File: src/rtl/instr_encoder_if.sv
// Request/response bus for instr_encoder: a valid/ready mnemonic+operand
// request stream in, a valid/ready encoded RV32I word stream out.
interface instr_encoder_if;
    logic        in_valid;
    logic        in_ready;
    logic [5:0]  in_op;
    logic [4:0]  in_rd;
    logic [4:0]  in_rs1;
    logic [4:0]  in_rs2;
    logic [31:0] in_imm;
    logic        out_valid;
    logic        out_ready;
    logic [31:0] out_instr;
    logic        out_err;
    logic [15:0] enc_count;

    modport master (
        output in_valid, in_op, in_rd, in_rs1, in_rs2, in_imm, out_ready,
        input  in_ready, out_valid, out_instr, out_err, enc_count
    );

    modport slave (
        input  in_valid, in_op, in_rd, in_rs1, in_rs2, in_imm, out_ready,
        output in_ready, out_valid, out_instr, out_err, enc_count
    );
endinterface

File: src/rtl/instr_encoder.sv
// Two-stage RV32I instruction encoder (mnemonic index + operands -> 32-bit word).
// Define ENC_RANGE_CHECK_EN to also flag out-of-range immediates on out_err.
module instr_encoder (
    input  logic           clk,
    input  logic           reset,
    instr_encoder_if.slave bus
);
    typedef enum logic [2:0] {
        FMT_R, FMT_I, FMT_SHIFT, FMT_S, FMT_B, FMT_J, FMT_U, FMT_ILLEGAL
    } fmt_t;

    logic        s1_valid;
    logic [5:0]  s1_op;
    logic [4:0]  s1_rd;
    logic [4:0]  s1_rs1;
    logic [4:0]  s1_rs2;
    logic [31:0] s1_imm;

    logic        out_valid_q;
    logic [31:0] out_instr_q;
    logic        out_err_q;
    logic [15:0] enc_count_q;

    logic        advance;
    logic        in_ready_int;
    logic        accept;

    fmt_t        fmt;
    logic [6:0]  opcode;
    logic [2:0]  funct3;
    logic [6:0]  funct7;
    logic [31:0] enc_word;
    logic        enc_err;
    logic        range_err;

    // Stage 1 may move on whenever the output register is empty or being drained.
    assign advance      = !out_valid_q || bus.out_ready;
    assign in_ready_int = !reset && (!s1_valid || advance);
    assign accept       = bus.in_valid && in_ready_int;

    assign bus.in_ready  = in_ready_int;
    assign bus.out_valid = out_valid_q;
    assign bus.out_instr = out_instr_q;
    assign bus.out_err   = out_err_q;
    assign bus.enc_count = enc_count_q;

    always_comb begin
        fmt    = FMT_ILLEGAL;
        opcode = 7'h13;
        funct3 = 3'h0;
        funct7 = 7'h00;
        case (s1_op)
            6'd0:  begin fmt = FMT_R;     opcode = 7'h33; funct3 = 3'h0; end
            6'd1:  begin fmt = FMT_R;     opcode = 7'h33; funct3 = 3'h0; funct7 = 7'h20; end
            6'd2:  begin fmt = FMT_R;     opcode = 7'h33; funct3 = 3'h4; end
            6'd3:  begin fmt = FMT_R;     opcode = 7'h33; funct3 = 3'h6; end
            6'd4:  begin fmt = FMT_R;     opcode = 7'h33; funct3 = 3'h7; end
            6'd5:  begin fmt = FMT_R;     opcode = 7'h33; funct3 = 3'h1; end
            6'd6:  begin fmt = FMT_R;     opcode = 7'h33; funct3 = 3'h5; end
            6'd7:  begin fmt = FMT_R;     opcode = 7'h33; funct3 = 3'h5; funct7 = 7'h20; end
            6'd8:  begin fmt = FMT_R;     opcode = 7'h33; funct3 = 3'h2; end
            6'd9:  begin fmt = FMT_R;     opcode = 7'h33; funct3 = 3'h3; end
            6'd10: begin fmt = FMT_I;     opcode = 7'h13; funct3 = 3'h0; end
            6'd11: begin fmt = FMT_I;     opcode = 7'h13; funct3 = 3'h4; end
            6'd12: begin fmt = FMT_I;     opcode = 7'h13; funct3 = 3'h6; end
            6'd13: begin fmt = FMT_I;     opcode = 7'h13; funct3 = 3'h7; end
            6'd14: begin fmt = FMT_SHIFT; opcode = 7'h13; funct3 = 3'h1; end
            6'd15: begin fmt = FMT_SHIFT; opcode = 7'h13; funct3 = 3'h5; end
            6'd16: begin fmt = FMT_SHIFT; opcode = 7'h13; funct3 = 3'h5; funct7 = 7'h20; end
            6'd17: begin fmt = FMT_I;     opcode = 7'h13; funct3 = 3'h2; end
            6'd18: begin fmt = FMT_I;     opcode = 7'h13; funct3 = 3'h3; end
            6'd19: begin fmt = FMT_I;     opcode = 7'h03; funct3 = 3'h0; end
            6'd20: begin fmt = FMT_I;     opcode = 7'h03; funct3 = 3'h1; end
            6'd21: begin fmt = FMT_I;     opcode = 7'h03; funct3 = 3'h2; end
            6'd22: begin fmt = FMT_I;     opcode = 7'h03; funct3 = 3'h4; end
            6'd23: begin fmt = FMT_I;     opcode = 7'h03; funct3 = 3'h5; end
            6'd24: begin fmt = FMT_S;     opcode = 7'h23; funct3 = 3'h0; end
            6'd25: begin fmt = FMT_S;     opcode = 7'h23; funct3 = 3'h1; end
            6'd26: begin fmt = FMT_S;     opcode = 7'h23; funct3 = 3'h2; end
            6'd27: begin fmt = FMT_B;     opcode = 7'h63; funct3 = 3'h0; end
            6'd28: begin fmt = FMT_B;     opcode = 7'h63; funct3 = 3'h1; end
            6'd29: begin fmt = FMT_B;     opcode = 7'h63; funct3 = 3'h4; end
            6'd30: begin fmt = FMT_B;     opcode = 7'h63; funct3 = 3'h5; end
            6'd31: begin fmt = FMT_B;     opcode = 7'h63; funct3 = 3'h6; end
            6'd32: begin fmt = FMT_B;     opcode = 7'h63; funct3 = 3'h7; end
            6'd33: begin fmt = FMT_J;     opcode = 7'h6F; end
            6'd34: begin fmt = FMT_I;     opcode = 7'h67; funct3 = 3'h0; end
            6'd35: begin fmt = FMT_U;     opcode = 7'h37; end
            6'd36: begin fmt = FMT_U;     opcode = 7'h17; end
            default: fmt = FMT_ILLEGAL;
        endcase
    end

`ifdef ENC_RANGE_CHECK_EN
    // The word is still built from truncated fields; this only raises the flag.
    always_comb begin
        range_err = 1'b0;
        case (fmt)
            FMT_I, FMT_S: range_err = ($signed(s1_imm) < -2048) || ($signed(s1_imm) > 2047);
            FMT_SHIFT:    range_err = (s1_imm > 32'd31);
            FMT_B:        range_err = ($signed(s1_imm) < -4096) || ($signed(s1_imm) > 4094) || s1_imm[0];
            FMT_J:        range_err = ($signed(s1_imm) < -1048576) || ($signed(s1_imm) > 1048574) || s1_imm[0];
            FMT_U:        range_err = (s1_imm[11:0] != 12'h000);
            default:      range_err = 1'b0;
        endcase
    end
`else
    assign range_err = 1'b0;
`endif

    always_comb begin
        enc_word = 32'h0000_0013;
        enc_err  = 1'b0;
        case (fmt)
            FMT_R:     enc_word = {funct7, s1_rs2, s1_rs1, funct3, s1_rd, opcode};
            FMT_I:     enc_word = {s1_imm[11:0], s1_rs1, funct3, s1_rd, opcode};
            FMT_SHIFT: enc_word = {funct7, s1_imm[4:0], s1_rs1, funct3, s1_rd, opcode};
            FMT_S:     enc_word = {s1_imm[11:5], s1_rs2, s1_rs1, funct3, s1_imm[4:0], opcode};
            FMT_B:     enc_word = {s1_imm[12], s1_imm[10:5], s1_rs2, s1_rs1, funct3,
                                   s1_imm[4:1], s1_imm[11], opcode};
            FMT_J:     enc_word = {s1_imm[20], s1_imm[10:1], s1_imm[11], s1_imm[19:12],
                                   s1_rd, opcode};
            FMT_U:     enc_word = {s1_imm[31:12], s1_rd, opcode};
            default: begin
                enc_word = 32'h0000_0013;
                enc_err  = 1'b1;
            end
        endcase
        enc_err = enc_err | range_err;
    end

    always_ff @(posedge clk) begin
        if (reset) begin
            s1_valid <= 1'b0;
        end else if (in_ready_int) begin
            s1_valid <= bus.in_valid;
        end
    end

    always_ff @(posedge clk) begin
        if (accept) begin
            s1_op  <= bus.in_op;
            s1_rd  <= bus.in_rd;
            s1_rs1 <= bus.in_rs1;
            s1_rs2 <= bus.in_rs2;
            s1_imm <= bus.in_imm;
        end
    end

    // The output word only changes when it is being consumed or the slot is empty.
    always_ff @(posedge clk) begin
        if (reset) begin
            out_valid_q <= 1'b0;
            out_instr_q <= 32'h0;
            out_err_q   <= 1'b0;
        end else if (advance) begin
            out_valid_q <= s1_valid;
            if (s1_valid) begin
                out_instr_q <= enc_word;
                out_err_q   <= enc_err;
            end
        end
    end

    always_ff @(posedge clk) begin
        if (reset) begin
            enc_count_q <= 16'h0;
        end else if (out_valid_q && bus.out_ready) begin
            enc_count_q <= enc_count_q + 16'd1;
        end
    end
endmodule

File: src/flat_wrapper.sv
// flat-port wrapper written by rule: the top's interface ports become plain ports
module instr_encoder_flat 
  (clk, reset, bus_in_valid, bus_in_op, bus_in_rd, bus_in_rs1, bus_in_rs2, bus_in_imm, bus_out_ready, bus_in_ready, bus_out_valid, bus_out_instr, bus_out_err, bus_enc_count);
  instr_encoder_if bus_i ();
  input  logic clk;
  input  logic reset;
  input wire logic [$bits(bus_i.in_valid)-1:0] bus_in_valid;
  input wire logic [$bits(bus_i.in_op)-1:0] bus_in_op;
  input wire logic [$bits(bus_i.in_rd)-1:0] bus_in_rd;
  input wire logic [$bits(bus_i.in_rs1)-1:0] bus_in_rs1;
  input wire logic [$bits(bus_i.in_rs2)-1:0] bus_in_rs2;
  input wire logic [$bits(bus_i.in_imm)-1:0] bus_in_imm;
  input wire logic [$bits(bus_i.out_ready)-1:0] bus_out_ready;
  output wire logic [$bits(bus_i.in_ready)-1:0] bus_in_ready;
  output wire logic [$bits(bus_i.out_valid)-1:0] bus_out_valid;
  output wire logic [$bits(bus_i.out_instr)-1:0] bus_out_instr;
  output wire logic [$bits(bus_i.out_err)-1:0] bus_out_err;
  output wire logic [$bits(bus_i.enc_count)-1:0] bus_enc_count;
  assign bus_i.in_valid = bus_in_valid;
  assign bus_i.in_op = bus_in_op;
  assign bus_i.in_rd = bus_in_rd;
  assign bus_i.in_rs1 = bus_in_rs1;
  assign bus_i.in_rs2 = bus_in_rs2;
  assign bus_i.in_imm = bus_in_imm;
  assign bus_i.out_ready = bus_out_ready;
  assign bus_in_ready = bus_i.in_ready;
  assign bus_out_valid = bus_i.out_valid;
  assign bus_out_instr = bus_i.out_instr;
  assign bus_out_err = bus_i.out_err;
  assign bus_enc_count = bus_i.enc_count;
  instr_encoder u_core (.clk(clk), .reset(reset), .bus(bus_i));
endmodule
File: config.mk
export PLATFORM = sky130hd
export DESIGN_NAME = instr_encoder_flat
export DESIGN_NICKNAME = d
export VERILOG_FILES = /design/src/rtl/instr_encoder_if.sv /design/src/rtl/instr_encoder.sv /design/src/flat_wrapper.sv
export SDC_FILE = /design/constraint.sdc
export NUM_CORES = 1
export LEC_CHECK = 0
export CAP_MARGIN = 20
export CORE_MARGIN = 10
export CORE_UTILIZATION = 49
export CTS_CLUSTER_DIAMETER = 150
export DETAILED_ROUTE_END_ITERATION = 7
export HOLD_SLACK_MARGIN = 0.15
export PLACE_DENSITY = 0.9
export SLEW_MARGIN = 20
export SYNTH_ARGS = -nofsm -noshare
export SYNTH_HDL_FRONTEND = slang
export SYNTH_SLANG_ARGS = --single-unit
File: constraint.sdc
create_clock -name clk -period 2.68 [get_ports clk]
set_input_delay 0.536 -clock clk [delete_from_list [all_inputs] [get_ports clk]]
set_output_delay 0.536 -clock clk [all_outputs]
set_load 0.02 [all_outputs]
# Yosys cells after proc, flatten, opt, wreduce, memory -nomap -nowiden
# Cells that the tools add are included.
# word_totals
regBits	104
wordCells	86
mem_count	0
ramBits	0
latchBits	0
romBits	0
# classes
bitwise_logic	0
div_mod_pow	0
order_cmp	0
addsub	1
mux	6
multipliers	0
shift	0
n_eq_ne	42
n_reduce_logical	27
# ops
op	count
$pmux W32 S7	1
$eq A6 B5 Y1 const B	16
$pmux W7 S8	1
$eq A6 B4 Y1 const B	8
$pmux W3 S7	2
$eq A6 B6 Y1 const B	5
$eq A6 B3 Y1 const B	4
$add A16 B1 Y16 const B	1
$reduce_or A3 Y1	5
$eq A6 B2 Y1 const B	2
$reduce_or A12 Y1	1
$reduce_or A6 Y1	2
$reduce_or A10 Y1	1
$reduce_or A5 Y1	2
$eq A3 B3 Y1 const B	3
$reduce_or A4 Y1	2
$reduce_or A7 Y1	1
$eq A3 B2 Y1 const B	2
$eq A6 B1 Y1 const B	1
$logic_not A6 Y1	1
$mux W6	1
$reduce_or A2 Y1	2
$eq A3 B1 Y1 const B	1
$logic_and A1 B1 Y1	3
5 further kinds	8

# Logic depth before layout (Yosys ltp)
# depth
depth_word	6
mapped_depth	8
depth_no_buf	5

# Worst setup path before layout
# Ideal clock, no wire load.
# synth_path
path_kind	input to register
from	in reset
to	reg u_core.s1_imm[0] (enable)
arrival_time_ns	2.420
required_ns	2.264
stages	3
path_slack_ns	-0.156
path_cell_list	clkbuf_1 -> a21oi_1 -> and2_1
# synth_between
elab_chain_cells	3
# synth_lines
element	line	rtl
start: declaration	flat_wrapper.sv:6	input logic reset;
$logic_not A1 Y1	instr_encoder.sv:38	assign in_ready_int = !reset && (!s1_valid || advance);
$logic_and A1 B1 Y1	instr_encoder.sv:38	
named net bus_in_ready	flat_wrapper.sv:14	output wire logic [$bits(bus_i.in_ready)-1:0] bus_in_ready;
$logic_and A1 B1 Y1	instr_encoder.sv:39	assign accept = bus.in_valid && in_ready_int;
named net u_core.accept	instr_encoder.sv:26	logic accept;
end signal: assignment	instr_encoder.sv:146	s1_imm <= bus.in_imm;
end: declaration	instr_encoder.sv:17	logic [31:0] s1_imm;
# The timed path passes the listed nets, and every way through them passes these cells.
# A chain may end at the register's enable or synchronous reset.

# Final worst setup path
# layout_path
from	in bus_out_ready
to	out bus_in_ready
# layout_between
elab_chain_cells	3
# layout_lines
element	line	rtl
start: declaration	flat_wrapper.sv:13	input wire logic [$bits(bus_i.out_ready)-1:0] bus_out_ready;
$logic_or A1 B1 Y1	instr_encoder.sv:37	assign advance = !out_valid_q || bus.out_ready;
$logic_or A1 B1 Y1	instr_encoder.sv:38	
$logic_and A1 B1 Y1	instr_encoder.sv:38	
end: declaration	flat_wrapper.sv:14	
# Every way passes these cells.

==> results by group <==
Outcome
  • Status: finished clean

Timing
  • Setup-failing EPs final: 0
  • Final period utilization: roughly nine tenths
  • Setup TNS: 0 ns
  • Final Hold Viols: 0
  • RSZ-0062 raised after global routing: no
  • Slew margin rel.: between 40% and 50%
  • Tmin final: between 2 and 2.5 ns
  • Final Worst Setup Slack: between 0.2 and 0.25 ns
  • Worst-Margin Slew: about 0.85 ns
  • Max frequency: between 400 and 500 MHz
  • Fin. max-slew vios: 0
  • Final clock skew: 0.0146 ns

Die
  • Core Box Area: just under 9000 um^2
  • Die area: approximately 13,000 um^2
  • Row count: 34
  • Die extent in x: around 110 um
  • I/O Pins: 108
  • Die Ht: 115 um
  • Initial core utilization: between 50% and 60%

Detailed routing
  • Final WL: about 12,000 um
  • DR vias/cell: between 5 and 6
  • Via count: about 3,700
  • Wire per inst: just under 20 um
  • Iter 0 DRT Violations: 370
  • DRC Markers: 0
  • TritonRoute pass-1 iters: 6
  • Antenna viol nets, final: 0

Worst setup path
  • Worst EP arrival: 1.91 ns
  • Delay-heaviest family, CP: buffers and inverters
  • Reg2Reg Depth: 5
  • CP Capture Type: output port
  • Reg2reg setup slack: approximately 0.44 ns
  • Slowest cell on the critical path: clkdlybuf4s50_1
  • Worst Path Required: 2.14 ns
  • Worst path bufs/invs: 2
  • CP cell instances: clkdlybuf4s50_1 -> nor2b_1 -> a21oi_1 -> clkdlybuf4s50_1
  • CP most frequent cell: clkdlybuf4s50_1
  • Critical path startpoint category: input pin
  • Max FO, Critical Path: 3
  • Worst R2R End: u_core.bus.out_instr[27]$_SDFFE_PP0P_
  • Worst Setup Path Type: input pin to output port
  • Crit-path max cell delay: between 0.6 and 0.7 ns
  • Worst r2r src: u_core.s1_op[1]$_DFFE_PP_

Logic synthesis
  • Yosys cell types: 60
  • Mean Syn Cell Area: between 10 and 15 um^2
  • Async SR Flop Fraction: 0%
  • Number of enable flip-flop cells after synthesis: 53
  • Synth Warn #: 0
  • Synth Flop Type: edfxtp_1
  • Yosys reg bits: between 100 and 150
  • Mapped Nets: ~460
  • Register area share after synthesis: between 50 and 60%
  • Post-Synthesis Cells: approximately 400
  • Synthesized area: between 4000 and 5000 um^2

GRT
  • Largest net degree at the start of global routing: 28
  • Global-route wire length before repair: just under 20,000 um
  • GR Util All Layers: 18.1%
  • Number of global-route vias before repair: between 3,000 and 4,000
  • Total congestion overflow: 0
  • Initial antenna violation count: 0

Power
  • Power Dens Cells: around 520 nW/um^2
  • Leak: 0.00197 uW
  • Worst VDD drop: roughly 360 uV

Layout
  • Layout area overhead: 32.1%
  • Share of post-route cells with drive strength above 1: a little over 9%
  • N_diodes: 0
  • Filler cells: 638
  • Nets: between 500 and 600
  • Util after Layout: between 60% and 70%
  • Final instance area: 5820 um^2

CTS
  • Root buf cell: clkbuf_8
  • CTS Hold Bufs: 0
  • CTS buffer count: 9
  • Cts repair resizes: 0
  • Post-CTS setup buffers: 0
  • Clock Sinks: between 100 and 150
  • Skew-Pair Late Insertion Delay: approximately 0.37 ns
  • CTS tree: yes
  • Reg clk slew, reported paths: about 0.10 ns
  • Longest Clk Path Bufs: 2
  • H-tree lvl count: 3

Min path
  • Hold Crit Class: flop to flop
  • Worst hold path depth: 1
  • Hold path start: u_core.s1_imm[28]$_DFFE_PP_
  • Worst hold path endpoint: u_core.bus.out_instr[28]$_SDFFE_PP0P_

Placement
  • Port buffer count: 107
  • Routability cong.: slightly above 0.9
  • DP HPWL: 9060 um
  • Place WS: between 0.08 and 0.09 ns
  • Dpl cell area: between 5000 and 6000 um^2

Run
  • Max Cap Viol: 0
## cell type report
class	count	area, um^2	share of cell area, %
clock buffer	9	124	2.13
clock inverter	7	63.8	1.10
inverter	6	22.5	0.387
multi-input combinational	265	1660	28.5
sequential	103	2590	44.5
tap	108	135	2.32
timing repair buffer	124	1220	21.0
## cell usage in the layout, fill, tap and decap left out, types with 7 or more instances in the layout
| cell type | instances |
|---|---|
| nor2b_1 | 7 |
| edfxtp_1 | 53 |
| nand2b_1 | 9 |
| a21oi_1 | 25 |
| nand3_1 | 11 |
| buf_4 | 15 |
| or3_1 | 7 |
| nor3_1 | 12 |
| o21ai_0 | 17 |
| nand2_1 | 35 |
| clkdlybuf4s50_1 | 107 |
| dfxtp_1 | 50 |
| and3_1 | 7 |
| nor2_1 | 34 |
| clkbuf_8 | 9 |
| a221oi_1 | 8 |
| a32oi_1 | 10 |
## metrics by stage
| step | total power, uW | instances | hold slack (ns) |
|---|---|---|---|
| 3_5_place_dp | 2130 | 606 | 0.451 |
| 5_1_grt | 3130 | 622 | 0.506 |
| 4_1_cts | 3040 | 622 | 0.475 |
| 6_report | 3030 | 622 | 0.481 |
| 2_1_floorplan | 1940 | 399 | 0.448 |
| 3_3_place_gp | 2120 | 606 | 0.454 |
## kinds of logic after synthesis
group	synth area share (%)
AND/OR/NAND/NOR	16.6
AO/OA/AOI/OAI	17.7
flip-flops	58.8
buffers and inverters	3.52
XOR/XNOR	2.38
multiplexers	0.483
adder cells (fa/ha/maj)	0.511
## cell usage after synthesis (7+ instances only)
| library cell | instances | area share [%] |
|---|---|---|
| edfxtp_1 | 53 | 36 |
| dfxtp_1 | 50 | 23 |
| nand2_1 | 35 | 3.0 |
| nor2_1 | 34 | 2.9 |
| a21oi_1 | 25 | 2.8 |
| o21ai_0 | 17 | 1.9 |
| nor3_1 | 12 | 1.4 |
| nand3_1 | 11 | 1.2 |
| a32oi_1 | 10 | 2.0 |
| buf_2 | 10 | 1.1 |
| nand2b_1 | 9 | 1.3 |
| a221oi_1 | 8 | 1.6 |
| clkbuf_1 | 8 | 0.68 |
| and3_1 | 7 | 0.99 |
| nor2b_1 | 7 | 0.99 |
| or3_1 | 7 | 0.99 |
## worst max-delay path by stage
stage                  startpoint                                    end  slack (ns)  cells past startpoint
floorplan                   reset             u_core.s1_imm[0]$_DFFE_PP_        0.40                      3
global placement    bus_out_ready  u_core.bus.out_instr[29]$_SDFFE_PP0P_        0.24                      6
detailed placement  bus_out_ready  u_core.bus.out_instr[22]$_SDFFE_PP0P_        0.09                      7
CTS                 bus_out_ready                           bus_in_ready        0.22                      4
global route        bus_out_ready                           bus_in_ready        0.13                      4
finish              bus_out_ready                           bus_in_ready        0.23                      4
## flip-flops by register name, indices dropped and copies added (netlist names)
signal and cells:
u_core.bus.out_err 1, u_core.bus.out_valid 1, u_core.bus.out_instr 31, u_core.s1_imm 32
u_core.s1_rs2 5, u_core.s1_rs1 5, u_core.s1_valid 1, u_core.s1_op 6
u_core.bus.enc_count 16, u_core.s1_rd 5
## where the power goes
group          internal, uW  switching [uW]  total [uW]
clock network           356             580         936
registers              1710            40.6        1760
logic                   173             167         340
## metal layers
layer,GRT usage (%),vias to the layer above,share of wire [%]
met5,0,-,0
met4,7.34,0,2.6
met3,6.77,29,10
met2,29.3,194,48
met1,21.5,1748,39
li1,-,1720,-
No activity file was read; power rests on OpenSTA's default activity.
